===== src/rtl/pll_seq_pkg.sv =====
// pll_seq_pkg: shared state encoding and helpers for the PLL sequencer.
package pll_seq_pkg;
  localparam logic [2:0] ST_RESET_PLL  = 3'd0;
  localparam logic [2:0] ST_WAIT_LOCK  = 3'd1;
  localparam logic [2:0] ST_STABLE     = 3'd2;
  localparam logic [2:0] ST_RUN        = 3'd3;
  localparam logic [2:0] ST_PHASE_STEP = 3'd4;
  localparam logic [2:0] ST_PHASE_GAP  = 3'd5;
  localparam logic [2:0] ST_FAIL       = 3'd6;
  typedef enum logic [2:0] {
    S_RESET_PLL  = ST_RESET_PLL,
    S_WAIT_LOCK  = ST_WAIT_LOCK,
    S_STABLE     = ST_STABLE,
    S_RUN        = ST_RUN,
    S_PHASE_STEP = ST_PHASE_STEP,
    S_PHASE_GAP  = ST_PHASE_GAP,
    S_FAIL       = ST_FAIL
  } pll_state_t;
  function automatic int max2(input int a, input int b);
    return (a > b) ? a : b;
  endfunction
endpackage


===== src/rtl/pll_lock_sync.sv =====
// pll_lock_sync: two-flop synchronizer bringing the PLL lock into the clkin domain.
module pll_lock_sync (
  input  logic clkin,
  input  logic rstn,
  input  logic locked,
  output logic lock_s
);
  logic meta;
  always_ff @(posedge clkin or negedge rstn)
    if (!rstn) {lock_s, meta} <= 2'b00;
    else {lock_s, meta} <= {meta, locked};
endmodule


===== src/rtl/pll_seq_ctrl.sv =====
// pll_seq_ctrl: PLL reset/lock sequencer with retry, failure latch and optional
// dynamic phase stepping (enabled by defining PLL_SEQ_PHASE_CTRL_EN).
module pll_seq_ctrl
  import pll_seq_pkg::*;
#(
  parameter int RST_CYCLES    = 16,
  parameter int LOCK_TIMEOUT  = 65535,
  parameter int STABLE_CYCLES = 1024,
  parameter int MAX_RETRIES   = 7,
  parameter int STEP_CYCLES   = 4
) (
  input  logic       clkin,
  input  logic       rstn,
  input  logic       locked,
  output logic       pll_rst,
  output logic       sys_rstn,
  input  logic       phase_req,
  input  logic       phase_dir,
  input  logic [1:0] phase_sel,
  output logic       phase_ack,
  output logic [1:0] phasesel,
  output logic       phasedir,
  output logic       phasestep,
  output logic       phaseloadreg,
  output logic [2:0] state,
  output logic [2:0] retries,
  output logic       fail
);
  localparam int CW = $clog2(max2(max2(RST_CYCLES, LOCK_TIMEOUT), max2(STABLE_CYCLES, STEP_CYCLES)) + 1);
  localparam logic [CW-1:0] RST_LAST    = CW'(RST_CYCLES - 1);
  localparam logic [CW-1:0] LOCK_LAST   = CW'(LOCK_TIMEOUT - 1);
  localparam logic [CW-1:0] STABLE_LAST = CW'(STABLE_CYCLES - 1);
  localparam logic [2:0]    RETRY_MAX   = 3'(MAX_RETRIES);
  pll_state_t    state_q, state_d;
  logic [CW-1:0] cnt_q, cnt_d;
  logic [2:0]    retries_q, retries_d;
  logic          lock_s;
  pll_lock_sync u_sync (
    .clkin  (clkin),
    .rstn   (rstn),
    .locked (locked),
    .lock_s (lock_s)
  );
`ifdef PLL_SEQ_PHASE_CTRL_EN
  localparam logic [CW-1:0] STEP_LAST = CW'(STEP_CYCLES - 1);
  logic       phase_start;
  logic       dir_q;
  logic [1:0] sel_q;
  assign phase_start = (state_q == S_RUN) && lock_s && phase_req;
  always_ff @(posedge clkin or negedge rstn)
    if (!rstn) {dir_q, sel_q} <= 3'b000;
    else if (phase_start) {dir_q, sel_q} <= {phase_dir, phase_sel};
  assign phasestep = state_q == S_PHASE_STEP;
  assign phasedir  = dir_q;
  assign phasesel  = sel_q;
  // Ack rides on the last gap cycle so a held request restarts right after RUN resumes.
  assign phase_ack = (state_q == S_PHASE_GAP) && (cnt_q == STEP_LAST) && lock_s;
`else
  logic unused_phase;
  assign unused_phase = ^{phase_req, phase_dir, phase_sel};
  assign phasestep    = 1'b0;
  assign phasedir     = 1'b0;
  assign phasesel     = 2'b00;
  assign phase_ack    = 1'b0;
`endif
  always_comb begin
    state_d   = state_q;
    cnt_d     = cnt_q + CW'(1);
    retries_d = retries_q;
    case (state_q)
      S_RESET_PLL: if (cnt_q == RST_LAST) begin
        state_d = S_WAIT_LOCK;
        cnt_d   = '0;
      end
      S_WAIT_LOCK: if (lock_s) begin
        state_d = S_STABLE;
        cnt_d   = '0;
      end else if (cnt_q == LOCK_LAST) begin
        cnt_d     = '0;
        state_d   = (retries_q >= RETRY_MAX) ? S_FAIL : S_RESET_PLL;
        retries_d = (retries_q >= RETRY_MAX) ? retries_q : retries_q + 3'd1;
      end
      S_STABLE: if (!lock_s) begin
        state_d = S_WAIT_LOCK;
        cnt_d   = '0;
      end else if (cnt_q == STABLE_LAST) begin
        state_d   = S_RUN;
        cnt_d     = '0;
        retries_d = '0;
      end
      S_RUN: begin
        cnt_d = '0;
        if (!lock_s) begin
          state_d   = S_RESET_PLL;
          retries_d = retries_q + 3'd1;
        end
`ifdef PLL_SEQ_PHASE_CTRL_EN
        else if (phase_start) state_d = S_PHASE_STEP;
`endif
      end
`ifdef PLL_SEQ_PHASE_CTRL_EN
      S_PHASE_STEP, S_PHASE_GAP: if (!lock_s) begin
        state_d   = S_RESET_PLL;
        cnt_d     = '0;
        retries_d = retries_q + 3'd1;
      end else if (cnt_q == STEP_LAST) begin
        state_d = (state_q == S_PHASE_STEP) ? S_PHASE_GAP : S_RUN;
        cnt_d   = '0;
      end
`endif
      default: cnt_d = '0;
    endcase
  end
  always_ff @(posedge clkin or negedge rstn)
    if (!rstn) begin
      state_q   <= S_RESET_PLL;
      cnt_q     <= '0;
      retries_q <= '0;
    end else begin
      state_q   <= state_d;
      cnt_q     <= cnt_d;
      retries_q <= retries_d;
    end
  assign pll_rst      = (state_q == S_RESET_PLL) || (state_q == S_FAIL);
  assign sys_rstn     = (state_q == S_RUN) || (state_q == S_PHASE_STEP) || (state_q == S_PHASE_GAP);
  assign fail         = state_q == S_FAIL;
  assign phaseloadreg = 1'b0;
  assign state        = state_q;
  assign retries      = retries_q;
endmodule


===== config.mk =====
export PLATFORM = sky130hd
export DESIGN_NAME = pll_seq_ctrl
export DESIGN_NICKNAME = d
export VERILOG_FILES = /design/src/rtl/pll_seq_pkg.sv /design/src/rtl/pll_lock_sync.sv /design/src/rtl/pll_seq_ctrl.sv
export SDC_FILE = /design/constraint.sdc
export NUM_CORES = 1
export LEC_CHECK = 0
export CAP_MARGIN = 15
export CORE_ASPECT_RATIO = 1.75
export CORE_UTILIZATION = 38
export CTS_CLUSTER_DIAMETER = 60
export CTS_CLUSTER_SIZE = 16
export DETAILED_ROUTE_END_ITERATION = 8
export GPL_ROUTABILITY_DRIVEN = 0
export SYNTH_ARGS = -nofsm -noshare
export SYNTH_HDL_FRONTEND = slang
export SYNTH_SLANG_ARGS = --single-unit

===== constraint.sdc =====
create_clock -name clkin -period 5.85 [get_ports clkin]
set_input_delay 0.585 -clock clkin [delete_from_list [all_inputs] [get_ports clkin]]
set_output_delay 0.585 -clock clkin [all_outputs]
set_load 0.05 [all_outputs]

==> Flow_metrics.wiki, run 1 <==
{| class="wikitable"
! Metric !! Value
|-
| Cell count after placement || 188
|-
| Via count of the routed design || 987
|-
| Critical Path End Type || output pin
|-
| Buf/Inv on CP || 2
|-
| Wire length of the first global-routing pass || 4130 um
|-
| Die Outline Area || 3790 um2
|-
| Largest fanout of any net on the critical path || 11
|-
| Critical path's largest stage delay || ~0.79 ns
|-
| Internal power || 0.327 mW
|-
| Startpoint of the worst-slack reg-to-reg timing path || cnt_q[0]$_DFF_PN0_
|-
| Routed wirelength normalized by instance count || 13.2 um
|-
| Area share of the largest cell type after synthesis || 44.6%
|-
| Synthesis-stage register bit count || 24
|-
| Smallest setup slack after layout || 3.26 ns
|-
| Distinct cell type count of the synthesized netlist || 38
|-
| Detailed Route WL || approximately 2500 um
|-
| Antenna-violating nets left || 0
|-
| CTS sink count || 24
|-
| Sequential share of power || 40.6%
|-
| Vert. Die Dim || ~81 um
|-
| Initial Util || 40.0%
|-
| Worst Hold End || u_sync.lock_s$_DFF_PN0_
|-
| Row count || 28
|-
| Max-cap violations || 0
|-
| Sequential share of the synthesized area || between 40 and 50%
|-
| Number of I/O port buffers || 11
|-
| Yosys Warn Count || 0
|-
| Type of element launching the critical path || flip-flop
|-
| Maximum number of pins on one net before global-route repair || 25
|-
| Pre-CTS WS || 3.30 ns
|-
| Clock buffer count from CTS || 3
|-
| Switching part of the total || 43.0%
|-
| Run status || finished clean
|-
| Drt pass-1 iters || 4
|-
| Placed Instance Area || 1460 um2
|-
| Final count of negative-setup-slack endpoints || 0
|-
| Crit path max-delay family || buffers and inverters
|-
| IR Drop Worst-Case VDD || 179 uV
|-
| F_max || 387 MHz
|-
| Classification of the worst-slack hold path || reg -> reg
|-
| Average instance area after synthesis || 9.83 um2
|-
| Net load switching power || 0.246 mW
|-
| Clock latency on the worst-skew pair || 0.27 ns
|-
| Final cell area excluding filler cells || 1520 um2
|-
| Layout Cells excl Fill || between 150 and 200
|-
| Critical path cell sequence || inv_1, nor2_1, a21o_1, clkdlybuf4s50_1
|-
| Detailed router's first-iteration violation count || 16
|-
| Leading post-synthesis cells by cell area || sky130_fd_sc_hd__dfrtp_1 45%, sky130_fd_sc_hd__nor2_1 6.7%, sky130_fd_sc_hd__xor2_1 5.9%, sky130_fd_sc_hd__ha_1 3.7%, sky130_fd_sc_hd__nand3_1 3.3%
|-
| DRC Markers || 0
|-
| Proportion of layout cells with a drive suffix above 1 || under 10%
|-
| Syn Inst Count || between 100 and 150
|-
| Number of antenna violations at the first check in global routing || 0
|-
| Worst Path Class, Setup || reg -> out
|-
| Proportion of power drawn by the clock network || 16.9%
|-
| Clock slew seen by the registers of the worst setup and hold paths || 0.07 ns
|-
| Vias in the first global route || 945
|-
| Post-synth top area cell || sky130_fd_sc_hd__dfrtp_1
|-
| Number of antenna diodes || 0
|-
| Clock tree from TritonCTS || built
|-
| Headroom to the max-slew limit || 49.2%
|-
| Vias per inst || 5.14
|-
| Worst hold path depth || 0
|-
| Count of final hold-check violations || 0
|-
| Total track usage || 15.5%
|-
| Power per cell area || 377 nW/um2
|-
| Aggregate negative setup slack || 0 ns
|-
| Total congestion overflow after global routing || 0
|-
| Final worst hold slack || around 0.35 ns
|-
| Post-CTS repair timing setup buffer count || 0
|-
| I/O pin total || 22
|-
| Hold Buf Count CTS || 0
|-
| P&R area growth vs syn || 12.7%
|-
| CTS root buf || sky130_fd_sc_hd__clkbuf_8
|-
| Reg-to-reg setup timing slack || 3.34 ns
|-
| Post-CTS Resized || 0
|-
| Leakage power total || 0.640 nW
|-
| Post-DP HPWL || about 1900 um
|-
| R2r endpoint || cnt_q[14]$_DFF_PN0_
|-
| Min-delay src || u_sync.meta$_DFF_PN0_
|-
| Worst-Margin Slew || ~0.76 ns
|-
| Depth of the worst register-to-register path || 6
|-
| Number of pins with negative max-slew slack in the final report || 0
|-
| Placeable Area || between 3000 and 4000 um2
|-
| Cell type of the slowest stage on the worst timing path || sky130_fd_sc_hd__clkdlybuf4s50_1
|-
| Combinational power share || 42.6%
|-
| Maximum buffer depth of the clock tree || 2
|-
| Arrival time at the worst endpoint || 2.00 ns
|-
| Setup repair after global routing missed its margin || false
|-
| Nets || 160
|-
| Clock Skew || 0.00607 ns
|-
| # H-tree levels || 1
|-
| Mapped Area || 1350 um2
|-
| Overall die width || about 47 um
|-
| Required arrival time at the worst endpoint || 5.27 ns
|-
| Final worst path period need || roughly 2.6 ns
|-
| Share of the clock period used by the worst path || 44.2%
|}
-- worst register-to-register path, cell delays in order (launching register included) --
cell and delay [ns]:
sky130_fd_sc_hd__dfrtp_1 0.40, sky130_fd_sc_hd__ha_1 0.26, sky130_fd_sc_hd__or3b_2 0.51, sky130_fd_sc_hd__nor4_4 0.29, sky130_fd_sc_hd__nor4b_2 0.12, sky130_fd_sc_hd__a221oi_4 0.67
sky130_fd_sc_hd__nor2_1 0.13
-- stage by stage --
| step | power, mW | utilization [%] |
|---|---|---|
| after floorplan | 0.423 | - |
| after global placement | 0.474 | 43.5 |
| after detailed placement | 0.481 | 43.5 |
| after CTS | 0.578 | 44.7 |
| after global routing | 0.609 | 45.1 |
| final | 0.572 | 45.1 |
-- routing by layer --
metal	wire length, um	up-vias	GRT usage [%]
met5	0	-	0
met4	57	0	8.29
met3	41	5	2.67
met2	1410	11	27.5
met1	1020	491	16.4
li1	-	480	-
-- power by group through the flow --
stage	sequential (mW)	clock (mW)	combinational, mW
2_1_floorplan	0.268	0	0.155
3_3_place_gp	0.234	0	0.240
3_5_place_dp	0.236	0	0.245
4_1_cts	0.233	0.100	0.245
5_1_grt	0.238	0.107	0.263
6_report	0.232	0.0965	0.244
-- kinds of logic (layout without fill, tap and decap cells) --
group | count (synthesis) | in the layout | synth area share, %
AO/OA/AOI/OAI | 15 | 15 | 9.57
XOR/XNOR | 14 | 14 | 9.11
adder cells (fa/ha/maj) | 4 | 4 | 3.72
buffers and inverters | 14 | 19 | 6.32
flip-flops | 24 | 24 | 44.6
multiplexers | 1 | 1 | 0.836
other | 1 | 6 | 0.279
AND/OR/NAND/NOR | 64 | 64 | 25.6
-- layout make-up --
type	count	area [um2]
fillers	349	1850
multi-input cells	104	679
flip-flops and latches	24	601
repair buffers	12	125
well taps	45	56.3
clock buffers	3	41.3
inverters	4	15.0
-- sequential cells by signal, indices dropped and copies added, names as in the netlist --
name and count:
u_sync.lock_s 1, state 3, u_sync.meta 1, cnt_q 16, retries 3
-- cells in the final DEF, fill, tap and decap left out --
cell type and instances:
sky130_fd_sc_hd__nor4_4 1, sky130_fd_sc_hd__nor3b_1 1, sky130_fd_sc_hd__o21a_1 1, sky130_fd_sc_hd__nor2_1 24
sky130_fd_sc_hd__xnor2_1 5, sky130_fd_sc_hd__a31oi_1 2, sky130_fd_sc_hd__o21ai_0 2, sky130_fd_sc_hd__a221oi_4 1
sky130_fd_sc_hd__conb_1 6, sky130_fd_sc_hd__inv_1 4, sky130_fd_sc_hd__nand2_1 9, sky130_fd_sc_hd__dfrtp_1 24
sky130_fd_sc_hd__or4_4 1, sky130_fd_sc_hd__nand4_1 3, sky130_fd_sc_hd__and4_1 1, sky130_fd_sc_hd__nand2b_1 2
sky130_fd_sc_hd__nor3_1 3, sky130_fd_sc_hd__a211o_1 2, sky130_fd_sc_hd__buf_8 1, sky130_fd_sc_hd__nor4_2 1
sky130_fd_sc_hd__nor2b_1 4, sky130_fd_sc_hd__a22o_1 2, sky130_fd_sc_hd__a21oi_1 1, sky130_fd_sc_hd__o31ai_1 1
sky130_fd_sc_hd__xor2_1 9, sky130_fd_sc_hd__mux2_2 1, sky130_fd_sc_hd__nand3_1 9, sky130_fd_sc_hd__a2111oi_0 1
sky130_fd_sc_hd__ha_1 4, sky130_fd_sc_hd__or3b_2 1, sky130_fd_sc_hd__nor4_1 3, sky130_fd_sc_hd__o22a_1 1
sky130_fd_sc_hd__a21o_1 1, sky130_fd_sc_hd__nor4b_2 1, sky130_fd_sc_hd__clkbuf_8 3, sky130_fd_sc_hd__clkdlybuf4s50_1 11
-- synth_stat cells, drive strengths merged --
master   number
dfrtp        24
nand2         9
buf           8
or4           1
nand4         3
nor4b         1
a2111oi       1
ha            4
clkbuf        2
a31oi         2
nand3         9
nor3          3
or3b          1
o22a          1
and4          1
nand2b        2
nor4          5
xor2          9
a22o          2
a221oi        1
nor3b         1
nor2         24
o21a          1
inv           4
xnor2         5
o21ai         2
conb          1
a21o          1
o31ai         1
a21oi         1
nor2b         4
mux2          1
a211o         2
-- worst max path at each step --
stage,start,to,cells after the start
CTS,state[2]$_DFFE_PN0P_,sys_rstn,4
finish,state[2]$_DFFE_PN0P_,sys_rstn,4
detailed placement,cnt_q[0]$_DFF_PN0_,cnt_q[14]$_DFF_PN0_,6
global placement,cnt_q[0]$_DFF_PN0_,cnt_q[2]$_DFF_PN0_,6
global route,cnt_q[0]$_DFF_PN0_,cnt_q[13]$_DFF_PN0_,6
floorplan,state[1]$_DFFE_PN0P_,fail,2
Note: power is estimated with default switching activity, not from simulation.
==> run 2: changes to the inputs <==
clock period = 2.7 ns   (was 5.85 ns; I/O delays follow)
==> Flow_metrics.wiki, run 2 (same netlist as run 1, synthesis figures left out) <==
{| class="wikitable"
! Metric !! Value
|-
| Run status || finished clean
|-
| Largest reg by FF count || cnt_q
|-
| Classification of the worst-slack hold path || in -> async
|-
| Number of pins with negative max-slew slack in the final report || 0 (unchanged)
|-
| Number of I/O port buffers || 11 (unchanged)
|-
| Final count of negative-setup-slack endpoints || 0 (unchanged)
|-
| Row count || 28 (unchanged)
|-
| Placeable Area || 3360 um2 (unchanged)
|-
| Switching part of the total || 42.1% (-0.85 points)
|-
| Wire length of the first global-routing pass || 4090 um (-0.85%)
|-
| Initial Util || 40.0% (unchanged)
|-
| Number of antenna diodes || 0 (unchanged)
|-
| Critical path's largest stage delay || 0.84 ns (+0.05 ns)
|-
| Post-DP HPWL || 1950 um (+4.5%)
|-
| Power per cell area || 843 nW/um2 (+120%)
|-
| Sequential share of power || 38.0% (-2.6 points)
|-
| Critical path cell sequence || inv_1, nor3b_1, clkdlybuf4s50_1
|-
| Via count of the routed design || 1013 (+2.6%)
|-
| Maximum buffer depth of the clock tree || 2 (unchanged)
|-
| Largest register FFs || 16 (unchanged)
|-
| Total track usage || 15.4% (-0.14 points)
|-
| Detailed router's first-iteration violation count || 29 (+13)
|-
| Buf/Inv on CP || 2 (unchanged)
|-
| Largest fanout of any net on the critical path || 11 (unchanged)
|-
| Max-cap violations || 0 (unchanged)
|-
| Critical Path End Type || output pin
|-
| Clock tree from TritonCTS || built
|-
| F_max || 434 MHz
|-
| Clock buffer count from CTS || 3 (unchanged)
|-
| IR Drop Worst-Case VDD || 329 uV (+84%)
|-
| Vias in the first global route || 986 (+4.3%)
|-
| Most frequent cells in the layout || 24 x sky130_fd_sc_hd__nor2_1, 24 x sky130_fd_sc_hd__dfrtp_1, 11 x sky130_fd_sc_hd__clkdlybuf4s50_1
|-
| Required arrival time at the worst endpoint || 2.43 ns (-2.84 ns)
|-
| Die Outline Area || 3790 um2 (unchanged)
|-
| Net load switching power || 0.549 mW (+120%)
|-
| Worst Path Class, Setup || reg -> out
|-
| Routed wirelength normalized by instance count || 13.2 um (-0.11%)
|-
| Clock slew seen by the registers of the worst setup and hold paths || 0.08 ns (about the same)
|-
| Cell count after placement || 192 (+2.1%)
|-
| Proportion of power drawn by the clock network || 18.9% (+2.0 points)
|-
| CTS sink count || 24 (unchanged)
|-
| Worst path depth || 3 (-1)
|-
| Vias per inst || 5.17 (+0.54%)
|-
| Depth of the worst register-to-register path || 7 (+1)
|-
| Proportion of layout cells with a drive suffix above 1 || 9.93% (+2.5 points)
|-
| Headroom to the max-slew limit || 52.3% (+3.1 points)
|-
| Leakage power total || 0.658 nW (+2.9%)
|-
| Layout Cells excl Fill || 196 (+2.1%)
|-
| Antenna-violating nets left || 0 (unchanged)
|-
| Post-CTS Resized || 0 (unchanged)
|-
| I/O pin total || 22 (unchanged)
|-
| # H-tree levels || 1 (unchanged)
|-
| Maximum number of pins on one net before global-route repair || 25 (unchanged)
|-
| CTS root buf || sky130_fd_sc_hd__clkbuf_8
|-
| Internal power || 0.755 mW (+130%)
|-
| P&R area growth vs syn || 14.9%
|-
| DRC Markers || 0 (unchanged)
|-
| Final worst path period need || 2.31 ns
|-
| Type of element launching the critical path || flip-flop
|-
| Arrival time at the worst endpoint || 2.04 ns (+0.04 ns)
|-
| Vert. Die Dim || 80.7 um (unchanged)
|-
| Total congestion overflow after global routing || 0 (unchanged)
|-
| Core occupancy in the finished layout || 46.0% (+0.86 points)
|-
| Nets || 163 (+1.9%)
|-
| Number of antenna violations at the first check in global routing || 0 (unchanged)
|-
| Fillcell total || 337 (-3.4%)
|-
| Worst-Margin Slew || 0.709 ns (-0.0462 ns)
|-
| Setup repair after global routing missed its margin || false
|-
| Count of final hold-check violations || 0 (unchanged)
|-
| Cell type of the slowest stage on the worst timing path || sky130_fd_sc_hd__clkdlybuf4s50_1
|-
| Crit path max-delay family || buffers and inverters
|-
| Drt pass-1 iters || 4 (unchanged)
|-
| Hold Buf Count CTS || 0 (unchanged)
|-
| Post-CTS repair timing setup buffer count || 0 (unchanged)
|-
| Aggregate negative setup slack || 0 ns (unchanged)
|-
| Share of the clock period used by the worst path || 85.4%
|-
| Overall die width || 47.0 um (unchanged)
|-
| Final worst hold slack || 0.346 ns (-0.00587 ns)
|-
| Combinational power share || 43.0% (+0.4 points)
|-
| Clock Skew || 0.00668 ns (+0.000615 ns)
|-
| Clock latency on the worst-skew pair || 0.27 ns (about the same)
|-
| Detailed Route WL || 2580 um (+2.0%)
|}
## run 2: changes by cell type in the layout (fill, tap and decap cells not counted)
cell / before / now
sky130_fd_sc_hd__buf_4: 0 / 4
sky130_fd_sc_hd__buf_8: 1 / 0
sky130_fd_sc_hd__clkbuf_8: 3 / 4
## run 2: final timing paths
path	start	to	slack [ns]
min reg2reg	u_sync.meta$_DFF_PN0_	u_sync.lock_s$_DFF_PN0_	0.35
max in group asynchronous	rstn	retries[1]$_DFFE_PN0P_	2.10
max	state[2]$_DFFE_PN0P_	fail	0.39
max reg2reg	cnt_q[0]$_DFF_PN0_	cnt_q[2]$_DFF_PN0_	0.41
min	rstn	cnt_q[10]$_DFF_PN0_	0.35
min in group clkin	u_sync.meta$_DFF_PN0_	u_sync.lock_s$_DFF_PN0_	0.35
## run 2: through the flow
step | instance area (um2) | total power [mW] | worst slack, ns
3_3_place_gp | 1490 | 1.05 | 0.417
6_report | 1550 | 1.30 | 0.394
2_1_floorplan | 1370 | 0.917 | 0.296
3_5_place_dp | 1490 | 1.07 | 0.387
4_1_cts | 1550 | 1.32 | 0.354
5_1_grt | 1550 | 1.39 | 0.271
## run 2: layout make-up
| type | instances | area (um2) | share of cell area, % |
|---|---|---|---|
| well taps | 45 | 56.3 | 3.64 |
| flip-flops and latches | 24 | 601 | 38.8 |
| inverters | 4 | 15.0 | 0.971 |
| clock buffers | 4 | 55.1 | 3.56 |
| repair buffers | 15 | 140 | 9.06 |
| multi-input cells | 104 | 679 | 43.9 |
## run 2: power by group through the flow
stage	combinational, mW	sequential [mW]	clock (mW)
finish	0.561	0.496	0.247
global route	0.610	0.506	0.270
CTS	0.569	0.497	0.258
detailed placement	0.569	0.504	0
global placement	0.552	0.498	0
floorplan	0.336	0.581	0
## run 2: per-layer routing
metal	vias to the layer above	routed length (um)	track usage, %
li1	487	-	-
met5	-	0	0
met3	5	71	2.67
met2	24	1500	28.3
met1	497	946	14.5
met4	0	60	9.43
